--- config.mk ---
export PLATFORM = sky130hd
export DESIGN_NAME = booth_radix4_multiplier
export DESIGN_NICKNAME = d
export VERILOG_FILES = /design/src/rtl/booth_pkg.sv /design/src/rtl/booth_r4_digit_enc.sv /design/src/rtl/booth_radix4_multiplier.sv
export SDC_FILE = /design/constraint.sdc
export NUM_CORES = 1
export LEC_CHECK = 0
export BUFFER_PORTS_ARGS = -buffer_cell sky130_fd_sc_hd__buf_2
export CORE_ASPECT_RATIO = 1.5
export CORE_MARGIN = 2
export CORE_UTILIZATION = 45
export CTS_CLUSTER_SIZE = 8
export DETAILED_ROUTE_END_ITERATION = 10
export PLACE_DENSITY_LB_ADDON = 0.2
export SETUP_SLACK_MARGIN = 0.2
export SYNTH_ARGS = -nofsm -noshare
export SYNTH_HDL_FRONTEND = slang
export SYNTH_HIERARCHICAL = 1
export SYNTH_SLANG_ARGS = --single-unit
--- constraint.sdc ---
create_clock -name gated_clk -period 6.3 [get_ports gated_clk]
set_input_delay 0.945 -clock gated_clk [delete_from_list [all_inputs] [get_ports gated_clk]]
set_output_delay 0.945 -clock gated_clk [all_outputs]
set_load 0.01 [all_outputs]
--- src/rtl/booth_pkg.sv ---
// Shared types for the radix-4 Booth multiplier.
//   state_e        : control FSM states
//   PM_*           : power_mode encodings (bit 1 enables zero-operand bypass)
//   booth_digit_t  : recoded digit {neg, two, zero}
package booth_pkg;

  typedef enum logic [1:0] {
    IDLE = 2'b00,
    CALC = 2'b01,
    DONE = 2'b10
  } state_e;

  localparam logic [1:0] PM_NORMAL = 2'b00;
  localparam logic [1:0] PM_EARLY  = 2'b01;
  localparam logic [1:0] PM_ULTRA  = 2'b10;

  typedef struct packed {
    logic neg;   // subtract the partial product
    logic two;   // partial product is 2*M
    logic zero;  // digit is 0, no accumulator write
  } booth_digit_t;

endpackage

--- src/rtl/booth_r4_digit_enc.sv ---
// Radix-4 Booth recoder: maps triplet {q[2i+1], q[2i], q[2i-1]} to a digit
// in {0, +-1, +-2}.
//   trip_i : multiplier triplet
//   dig_o  : {neg, two, zero}
module booth_r4_digit_enc
  import booth_pkg::*;
(
  input  logic [2:0]   trip_i,
  output booth_digit_t dig_o
);

  always_comb begin
    dig_o      = '0;
    dig_o.zero = (trip_i == 3'b000) || (trip_i == 3'b111);
    dig_o.two  = (trip_i == 3'b011) || (trip_i == 3'b100);
    // Negative for 100/101/110; 111 is zero so neg is suppressed there.
    dig_o.neg  = trip_i[2] && !(trip_i[1] && trip_i[0]);
  end

endmodule

--- src/rtl/booth_radix4_multiplier.sv ---
// Radix-4 Booth multiplier, one digit per cycle, valid/ready on both sides.
// Optional feature macro: BOOTH_ACTIVITY_EN builds the non-zero digit counter;
// without it activity is tied to 0.
// Ports:
//   gated_clk, reset (async, active-high)
//   in_valid/in_ready, multiplicand, multiplier, signed_mode, power_mode
//   out_valid/out_ready, product (low 2*WIDTH bits), cycles (CALC cycles),
//   activity (non-zero digits, saturating)
module booth_radix4_multiplier
  import booth_pkg::*;
#(
  parameter  int WIDTH = 8,
  parameter  int CNT_W = 8,
  localparam int ITER  = WIDTH / 2 + 1,
  localparam int CYC_W = $clog2(ITER + 1)
) (
  input  logic               gated_clk,
  input  logic               reset,
  input  logic               in_valid,
  output logic               in_ready,
  input  logic [WIDTH-1:0]   multiplicand,
  input  logic [WIDTH-1:0]   multiplier,
  input  logic               signed_mode,
  input  logic [1:0]         power_mode,
  output logic               out_valid,
  input  logic               out_ready,
  output logic [2*WIDTH-1:0] product,
  output logic [CYC_W-1:0]   cycles,
  output logic [CNT_W-1:0]   activity
);

  localparam int XW = WIDTH + 2;
  localparam int AW = 2 * WIDTH + 2;

  state_e             state_q;
  logic [AW-1:0]      m_sh_q;   // M * 4^i, shifted left 2 per digit
  logic [XW:0]        q_q;      // extended Q with implicit 0 below, shifts right 2
  logic [AW-1:0]      acc_q;
  logic [CYC_W-1:0]   cnt_q;
  logic [1:0]         pm_q;
  logic               out_valid_q;
  logic [2*WIDTH-1:0] product_q;
  logic [CYC_W-1:0]   cycles_q;

  booth_digit_t  dig;
  logic [AW-1:0] pp, sum;
  logic          early, last, bypass;
  logic [XW-1:0] m_ext;

  function automatic logic [XW-1:0] ext(input logic [WIDTH-1:0] x, input logic sgn);
    return sgn ? {{2{x[WIDTH-1]}}, x} : {2'b00, x};
  endfunction

  booth_r4_digit_enc u_enc (
    .trip_i (q_q[2:0]),
    .dig_o  (dig)
  );

  assign m_ext  = ext(multiplicand, signed_mode);
  assign pp     = dig.two ? {m_sh_q[AW-2:0], 1'b0} : m_sh_q;
  assign sum    = dig.neg ? acc_q - pp : acc_q + pp;
  // Bits above the current triplet all equal => every remaining digit is 0.
  // Arithmetic shifting replicates the top bit, so checking the whole upper
  // field of the shift register is exact.
  assign early  = (q_q[XW:2] == '0) || (q_q[XW:2] == '1);
  assign last   = ((pm_q != PM_NORMAL) && early) || (cnt_q == CYC_W'(ITER - 1));
  assign bypass = power_mode[1] && ((multiplicand == '0) || (multiplier == '0));

  always_ff @(posedge gated_clk or posedge reset) begin
    if (reset) begin
      state_q     <= IDLE;
      m_sh_q      <= '0;
      q_q         <= '0;
      acc_q       <= '0;
      cnt_q       <= '0;
      pm_q        <= PM_NORMAL;
      out_valid_q <= 1'b0;
      product_q   <= '0;
      cycles_q    <= '0;
    end else begin
      case (state_q)
        IDLE: if (in_valid) begin
          m_sh_q  <= {{(AW - XW){m_ext[XW-1]}}, m_ext};
          q_q     <= {ext(multiplier, signed_mode), 1'b0};
          acc_q   <= '0;
          cnt_q   <= '0;
          pm_q    <= power_mode;
          state_q <= bypass ? DONE : CALC;
        end
        CALC: begin
          if (!dig.zero) acc_q <= sum;
          m_sh_q <= m_sh_q << 2;
          q_q    <= {{2{q_q[XW]}}, q_q[XW:2]};
          cnt_q  <= cnt_q + 1'b1;
          if (last) state_q <= DONE;
        end
        DONE: begin
          // First DONE cycle registers the result; it then holds until taken.
          if (!out_valid_q) begin
            out_valid_q <= 1'b1;
            product_q   <= acc_q[2*WIDTH-1:0];
            cycles_q    <= cnt_q;
          end else if (out_ready) begin
            out_valid_q <= 1'b0;
            state_q     <= IDLE;
          end
        end
        default: state_q <= IDLE;
      endcase
    end
  end

  assign in_ready  = (state_q == IDLE);
  assign out_valid = out_valid_q;
  assign product   = product_q;
  assign cycles    = cycles_q;

`ifdef BOOTH_ACTIVITY_EN
  logic [CNT_W-1:0] act_q, activity_q;

  always_ff @(posedge gated_clk or posedge reset) begin
    if (reset) begin
      act_q      <= '0;
      activity_q <= '0;
    end else begin
      if (state_q == IDLE && in_valid)
        act_q <= '0;
      else if (state_q == CALC && !dig.zero && act_q != '1)
        act_q <= act_q + 1'b1;
      if (state_q == DONE && !out_valid_q)
        activity_q <= act_q;
    end
  end

  assign activity = activity_q;
`else
  assign activity = '0;
`endif

endmodule

==> results of run 1 <==
path summary, 6_finish.rpt:
kind,from,slack [ns],depth (start not counted),end
min in group asynchronous,reset,0.86,3,cycles[2]
worst min register to register,pm_q[0],0.48,2,pm_q[0]
worst max register to register,q_q[2],2.28,12,acc_q[15]
worst min-delay path,pm_q[0],0.48,2,pm_q[0]
max in group asynchronous,reset,4.85,3,q_q[10]
worst max-delay path,q_q[2],2.28,12,acc_q[15]
metrics by stage:
step                hold WS, ns  area [µm²]  utilization [%]  instances  setup slack, ns
CTS                      0.4797        4986            51.46        661            2.306
finish                   0.4801        4986            51.46        661            2.277
global placement         0.4588        4696            48.46        646            2.470
floorplan                0.4464        4527                -        528            2.828
global route             0.5081        4986            51.46        661            2.004
detailed placement       0.4655        4696            48.46        646            2.319
synth_stat cells, drive strengths merged, types with 4 or more instances:
| library cell | n |
|---|---|
| nand2 | 91 |
| dfrtp | 70 |
| o21ai | 40 |
| nor2 | 38 |
| clkbuf | 27 |
| mux2 | 23 |
| a31oi | 20 |
| a21oi | 18 |
| buf | 18 |
| nand3 | 18 |
| ha | 16 |
| inv | 13 |
| a22oi | 9 |
| nand2b | 8 |
| nor3 | 8 |
| nor4 | 8 |
| mux2i | 7 |
| nand4 | 6 |
| nor2b | 6 |
| o211ai | 6 |
| o221ai | 6 |
| xnor2 | 6 |
| or3 | 5 |
| a21o | 4 |
| and2 | 4 |
| o31ai | 4 |
cell usage in the layout, fill, tap and decap left out, types with 3 or more instances in the layout:
master	instances
a21o_1	4
a21oi_1	18
a22oi_1	9
a2bb2oi_1	3
a31oi_1	20
and2_1	4
buf_2	43
buf_4	5
clkbuf_16	9
conb_1	8
dfrtp_1	70
ha_1	16
inv_1	12
mux2_2	23
mux2i_1	7
nand2_1	91
nand2b_1	8
nand3_1	16
nand4_1	6
nor2_1	38
nor2b_1	5
nor3_1	7
nor4_1	7
o211ai_1	6
o21a_1	3
o21ai_0	39
o21bai_1	3
o221ai_1	6
o31ai_1	4
or3_1	5
xnor2_1	6
xor2_1	3
routing by layer:
metal  share of wire [%]  global-route usage, %
met1                  42                  23.62
met2                  52                  33.96
met3                 3.7                  4.229
met4                 1.9                  7.656
met5                   0                      0
final cells by class:
type	count	area (µm²)	area share, %
clock inverters	4	47.55	0.9536
flip-flops and latches	70	1752	35.13
multi-input cells	400	2499	50.11
well taps	115	143.9	2.886
inverters	13	48.80	0.9787
clock buffers	11	242.7	4.868
repair buffers	48	252.7	5.069
flip-flops by register name, summed over array words and instances, names as in the netlist:
signal / count
acc_q: 16
q_q: 11
cnt_q: 3
cycles: 3
m_sh_q: 16
out_valid: 1
state_q: 2
pm_q: 2
product: 16
cells by family (layout without fill, tap and decap cells):
logic type | after synthesis | in the layout | synth area share (%)
xor gates and xnor gates | 9 | 9 | 1.752
buffers and inverters | 58 | 76 | 6.339
adders and majority gates | 17 | 17 | 4.893
and+or+nand+nor | 198 | 198 | 20.68
muxes | 30 | 30 | 7.312
DFF | 70 | 70 | 38.92
AOI/OAI and AO/OA | 138 | 138 | 20.02
other | 1 | 8 | 0.08332
worst max-delay path: stages, from the launching register on:
cell	delay, ns
dfrtp_1	0.49
and2_1	0.79
inv_1	0.40
mux2_2	0.36
o21ai_0	0.16
ha_1	0.22
o21a_1	0.15
o211ai_1	0.11
or4_1	0.57
a21oi_1	0.20
o21bai_1	0.12
a211o_1	0.29
o21ai_1	0.07
==> results.md, run 1 <==
* Status: complete, no violations
* Routed wire length at 10170 µm
* Cell area after synthesis at 4501 µm²
* Clock net sink count at 70
* Crit Path Max Fanout at 28
* Data arrival, critical path at 4.29 ns
* Clk_skew at 0.008681 ns
* Top_reg_cell synth: dfrtp_1
* IO Count at 52
* Critical path type: reg2reg
* Ant diodes at 0
* Fin crit period at 4.023 ns
* Fin. Hold Viols at 0
* Synth unique cells at 60
* DIE AREA at about 11000 µm²
* FMAX at 0.2486 GHz
* Die Ht at 126.5 µm
* EDFF count, synth at 0
* Clock Latency Late Sink at 0.34 ns
* # setup viols final at 0
* Final HPWL DP at about 7300 µm
* Worst slew pin tran at 1.105 ns
* Global-route wire length before repair at 17070 µm
* DR vias at 3865
* FF+latch count, synth at 70
* Cell taking the most area after synthesis: dfrtp_1
* Layout cell share with drive strength beyond 1 at between 15 and 20%
* Yosys warnings at 6
* Filler Cells Inserted at 933
* Startpoint Class: flop
* GRT Total Usage at 19.64%
* First DRT Iteration DRCs at 289
* Row count at 44
* Initial antenna violation count at 0
* Nets at 582
* Area grow syn2layout at 10.79%
* Critical Path RT at around 6.6 ns
* Dominant cells by area after synthesis: dfrtp_1 39%, nand2_1 7.6%, mux2_2 5.8%
* CTS Hold Bufs at 0
* Core area at 9689 µm²
* Syn_area_per_cell at 8.638 µm²
* RSZ-0062 raised after global routing: no
* CTS tree: done
* Die W at 85.66 µm
* Initial core utilization at a little under half
* Largest net degree at the start of global routing at 71
* Vias in the first global route at 3677
* Crit. End Element: flop
* Yosys top cell area share at between 30% and 40%
* Hold Crit Class: reg2reg
* Clock buffer count from CTS at 9
* Clock Tree Root: clkbuf_16
* Total gr overflow at 0
* # DRC at 0
* GPL Wtd Cong at 0.8466
* Post-CTS setup repair buffer count at 0
* Setup tns final at 0 ns
* Max cap viols at 0
* Fin. max-slew vios at 0
* DR pass1 iterations at 5
* Post-DR wirelength/cell at roughly 15 µm
* Clock transition at path regs at 0.06 ns
* Routed Antenna Nets at 0
* Ys async rst share at 100.0%
* Via-to-Cell Ratio at 5.847
* Post_cts resized at 0
* Sequential fraction of the synthesis area at 38.92%
* Final period utilization at a little under two thirds
* Cells after Synth at 521
* Relative slew slack at a little over a quarter
* Htree depth at 3
* I/O Buffers at 43
* Clk buf depth at 2
Power of run 1 is not shown: default switching activity piles up to over one toggle a cycle in this logic, so the estimate is an artifact.
==> inputs of run 2 (changes only) <==
Clock period 6.3 ns to 4 ns, I/O delays scaled along.
==> run 2 against run 1 <==
Setup slack lost 1.9 ns. Register-to-register slack worse by 1.9 ns. Final cell count is 0.61% higher. First-iteration DRC count is 23% lower. Critical path type unchanged. Via count down 0.54%. Flip-flop and latch count stayed put. Design area increased by 1.5%.
==> results.md, run 2 (synthesis gave the netlist of run 1 again) <==
* Status: complete, no violations
* Layout cell share with drive strength beyond 1 at between 10% and 20%
* Core area at 9689 µm²
* Grt met2 use at approximately 32%
* Area grow syn2layout at 12.48%
* Row count at 44
* Clock Tree Root: clkbuf_16
* Slowest-stage cell, CP: dfrtp_1
* Clk_skew at 0.005447 ns
* Clk buf depth at 2
* Met1 usage at 23.48%
* Via-to-Cell Ratio at 5.780
* DIE AREA at 10830 µm²
* Initial antenna violation count at 0
* Fin. max-slew vios at 0
* DR vias at around 3800
* RSZ-0062 raised after global routing: no
* Slowest Stage Delay on Critical Path at between 0.4 and 0.5 ns
* Htree depth at 3
* Setup tns final at 0 ns
* Worst slew pin tran at 1.081 ns
* I/O Buffers at 43
* Ant diodes at 0
* Die Ht at 126.5 µm
* IO Count at 52
* Nets at ~590
* Fin. Hold Viols at 0
* CTS tree: done
* Crit Path Max Fanout at 7
* Clock Latency Late Sink at 0.34 ns
* # DRC at 0
* Reg2reg setup slack at 0.42 ns
* Global-route wire length before repair at 16880 µm
* Most frequent CP cell: nand2_1
* Routed wire length at 10040 µm
* Final HPWL DP at about 7400 µm
* Most frequent cells in the layout: 90 x nand2_1, 69 x dfrtp_1, 43 x buf_2
* Initial core utilization at 46.45%
* Post-CTS setup repair buffer count at 0
* Clock net sink count at 70
* Relative slew slack at between 20 and 30%
* Post-DR wirelength/cell at 15.10 µm
* FMAX at 0.2797 GHz
* Busiest grt layer: met2
* # setup viols final at 0
* Worst-path cell chain: nor4_4 > nand2_2 > or3_1 > nand2_1 > mux2_2 > o22ai_1 > a31o_2 > ha_1 > nand2_1 > or4_1 > a21oi_1 > o21bai_1 > a211o_1 > o21ai_1
* Crit. End Element: flop
* Post_cts resized at 0
* Critical path type: reg2reg
* DR pass1 iterations at 4
* GRT Total Usage at 19.26%
* Hold Crit Class: in2reg
* Max cap viols at 0
* Clock buffer count from CTS at 9
* Final period utilization at 89.39%
* Vias in the first global route at 3620
* Total gr overflow at 0
* Largest net degree at the start of global routing at 50
* First DRT Iteration DRCs at about 220
* Data arrival, critical path at 3.83 ns
* Clock transition at path regs at about 0.06 ns
* Critical Path RT at 4.26 ns
* Met3 Usage GRT at 3.448%
* Die W at 85.66 µm
* GPL Wtd Cong at 0.8739
* CTS Hold Bufs at 0
* Most common cell after layout, fill and taps aside: nand2_1
* Fin crit period at 3.576 ns
* Routed Antenna Nets at 0
* Startpoint Class: flop
[run 2: layout make-up]
class                           count  area, µm²
Fill cell                         909       4627
Clock buffer                       12      266.5
Tap cell                          115      143.9
Sequential cell                    70       1753
Multi-Input combinational cell    400       2525
Inverter                           13      48.80
Timing Repair Buffer               52      282.8
Clock inverter                      3      42.54
[run 2: critical path: cells and delay by family (launching register included)]
kind	cells	cell delay, ns
AND/OR/NAND/NOR	6	1.51
AO/OA/AOI/OAI	6	1.00
flip-flops	1	0.47
adder cells (fa/ha/maj)	1	0.37
multiplexers	1	0.15
[run 2: through the flow]
step | utilization (%) | worst slack, ns | cells | hold WS (ns) | cell area [µm²]
after global routing | 52.25 | 0.2327 | 665 | 0.4654 | 5062
after detailed placement | 48.77 | 0.3857 | 650 | 0.4651 | 4726
after global placement | 48.77 | 0.4798 | 650 | 0.4610 | 4726
after CTS | 51.96 | 0.3626 | 665 | 0.4462 | 5035
after floorplan | - | 0.5281 | 528 | 0.4464 | 4527
final | 52.25 | 0.4242 | 665 | 0.4536 | 5062
[run 2: routing by layer]
| layer | wire length [µm] | up-vias | part of all wire [%] |
|---|---|---|---|
| li1 | - | 1902 | - |
| met1 | 4319 | 1837 | 43 |
| met2 | 5077 | 81 | 51 |
| met3 | 337 | 24 | 3.4 |
| met4 | 306 | 0 | 3.0 |
| met5 | 0 | - | 0 |
[run 2: worst paths after layout]
check	from	to	cells past startpoint
min reg2reg	pm_q[0]	pm_q[0]	2
max in group asynchronous	reset	product[11]	3
max	m_sh_q[6]	acc_q[15]	14
max reg2reg	m_sh_q[6]	acc_q[15]	14
min in group asynchronous	reset	cycles[0]	2
min	power_mode[0]	pm_q[0]	3
Power of run 2 is left out for the same reason.
==> inputs of run 3 (changes only) <==
Settings changed: ABC_AREA from default to 1, CAP_MARGIN from default to 30.
==> run 3 against run 2 <==
Sequential share of layout area rose by 0.56 points. Flip-flop and latch count did not move. Area after synthesis is 2.8% lower. Die area shrank 2.7%. Fmax grew 6.2%. Largest cell class unchanged.
==> results.md, run 3 <==
* Status: complete, no violations
* Slowest-stage cell, CP: dfrtp_1
* Clock net sink count at 70
* Top_reg_cell synth: dfrtp_1
* Yosys warnings at 6
* Nets at roughly 650
* Worst reg-to-reg path cell count at 21
* Worst-path cell chain: inv_1 > nand3_1 > nand2_1 > buf_4 > nand2_1 > nand2_1 > nor2_1 > nand2_2 > nor2_4 > inv_1 > o21ai_1 > xor2_1 > ha_1 > a21oi_1 > o21ai_0 > nand2_1 > nand2_1 > a21oi_1 > nand3_1 > nand3_1 > nand2_1
* Crit path max-delay family: simple AND/OR/NAND/NOR gates
* Setup tns final at 0 ns
* Via-to-Cell Ratio at 5.210
* Vias in the first global route at 3661
* Clk_skew at approximately 0.0073 ns
* Area grow syn2layout at 13.82%
* DR pass1 iterations at 4
* Yosys top cell area share at roughly 40%
* Clock buffer count from CTS at 9
* Startpoint Class: flop
* Critical Path RT at 4.23 ns
* Worst slew pin tran at roughly 0.86 ns
* RR Endpoint: acc_q[15]
* FF+latch count, synth at 70
* Worst R2R Start: q_q[2]
* Ant diodes at 0
* Initial core utilization at 45.66%
* CTS Hold Bufs at 0
* EDFF count, synth at 0
* RSZ-0062 raised after global routing: no
* Ys async rst share at 100.0%
* Fin. Hold Viols at 0
* GRT Total Usage at 20.34%
* Fin crit period at 3.369 ns
* Htree depth at 3
* Final HPWL DP at 7788 µm
* Layout cell share with drive strength beyond 1 at 16.50%
* Data arrival, critical path at between 3 and 4 ns
* Clock Latency Late Sink at 0.34 ns
* Top post-synthesis cells by count: 156 x nand2_1, 70 x dfrtp_1, 61 x inv_1
* Most frequent cells in the layout: 156 x nand2_1, 70 x dfrtp_1, 60 x inv_1
* I/O Buffers at 43
* CTS tree: done
* Most common cell after layout, fill and taps aside: nand2_1
* Syn_area_per_cell at 7.769 µm²
* Clk buf depth at 2
* Global-route wire length before repair at around 17000 µm
* Fin. max-slew vios at 0
* Post_cts resized at 0
* Post-CTS setup repair buffer count at 0
* Total gr overflow at 0
* Reg2reg setup slack at 0.63 ns
* Dominant cells by area after synthesis: dfrtp_1 40%, nand2_1 13%, o21ai_0 5.7%
* Crit. End Element: flop
* Critical path type: reg2reg
* Most frequent cell after synthesis: nand2_1
* Die Ht at 124.8 µm
* Final period utilization at 84.21%
* Row count at 44
* DR vias at 3788
* Routed wire length at 10060 µm
* Cell taking the most area after synthesis: dfrtp_1
* Hold Crit Class: in2async
* FMAX at 0.2969 GHz
* DIE AREA at 10540 µm²
* First DRT Iteration DRCs at roughly 140
* IO Count at 52
* Cells after Synth at about 560
* # DRC at 0
* Routed Antenna Nets at 0
* Relative slew slack at between 40% and 50%
* Post-DR wirelength/cell at 13.83 µm
* Core area at 9579 µm²
* Clock Tree Root: clkbuf_16
* Sequential fraction of the synthesis area at 40.05%
* Most frequent CP cell: nand2_1
* Worst path buffer plus inverter count at 3
* GPL Wtd Cong at about 0.94
* Max cap viols at 0
* Crit Path Max Fanout at 19
* Initial antenna violation count at 0
* Die W at ~85 µm
* # setup viols final at 0
* Largest net degree at the start of global routing at 39
* Slowest Stage Delay on Critical Path at 0.42 ns
* Clock transition at path regs at 0.05 ns
* Cell area after synthesis at 4374 µm²
* Synth unique cells at 45
run 3: worst reg2reg max path, cell delays in order, from the launching register on:
cell,delay (ns)
dfrtp_1,0.42
inv_1,0.10
nand3_1,0.08
nand2_1,0.09
buf_4,0.21
nand2_1,0.07
nand2_1,0.09
nor2_1,0.16
nand2_2,0.10
nor2_4,0.16
inv_1,0.08
o21ai_1,0.15
xor2_1,0.17
ha_1,0.31
a21oi_1,0.30
o21ai_0,0.19
nand2_1,0.09
nand2_1,0.05
a21oi_1,0.18
nand3_1,0.10
nand3_1,0.09
nand2_1,0.05
run 3: metal layers:
metal  global-route usage [%]  share of wire (%)  vias up
li1                         -                  -     1932
met1                    22.99                 40     1768
met2                    36.36                 54       72
met3                    3.711                3.2       16
met4                    9.430                2.5        0
met5                        0                  0        -
run 3: how the worst max path moves through the flow:
stage / start / to / slack [ns] / cells past startpoint
floorplan: q_q[0] / acc_q[15] / 1.17 / 21
finish: q_q[2] / acc_q[15] / 0.63 / 21
detailed placement: q_q[2] / acc_q[15] / 0.64 / 21
global placement: q_q[0] / acc_q[15] / 0.75 / 21
CTS: q_q[2] / acc_q[15] / 0.63 / 21
global route: q_q[2] / acc_q[15] / 0.28 / 21
run 3: area by class of cell:
class                   count  area (µm²)
clock inverters             4       70.07
repair buffers             49       280.3
multi-input cells         410        2235
inverters                  67       251.5
clock buffers              12       246.5
fillers                   919        4601
flip-flops and latches     70        1752
well taps                 115       143.9
run 3: cells by family (layout without fill, tap and decap cells):
kind of cell	count (synthesis)	in the layout	share of synthesized area (%)
simple gates	238	238	24.00
compound gates	127	127	16.90
buf+inv	90	132	9.468
flops	70	70	40.05
fa+ha+maj	17	17	5.034
xor+xnor	15	15	3.175
mux	5	5	1.287
other cells	1	8	0.08573
run 3: through the flow:
| stage | utilization (%) | worst slack, ns | hold slack (ns) | std cells | instance area [µm²] |
|---|---|---|---|---|---|
| 2_1_floorplan | - | 1.171 | 0.4492 | 570 | 4400 |
| 3_3_place_gp | 48.38 | 0.7517 | 0.4631 | 710 | 4634 |
| 3_5_place_dp | 48.38 | 0.6351 | 0.4663 | 710 | 4634 |
| 4_1_cts | 51.69 | 0.6315 | 0.3846 | 726 | 4951 |
| 5_1_grt | 51.97 | 0.2794 | 0.4308 | 727 | 4979 |
| 6_report | 51.97 | 0.6314 | 0.3611 | 727 | 4979 |
Power of run 3 is left out for the same reason.
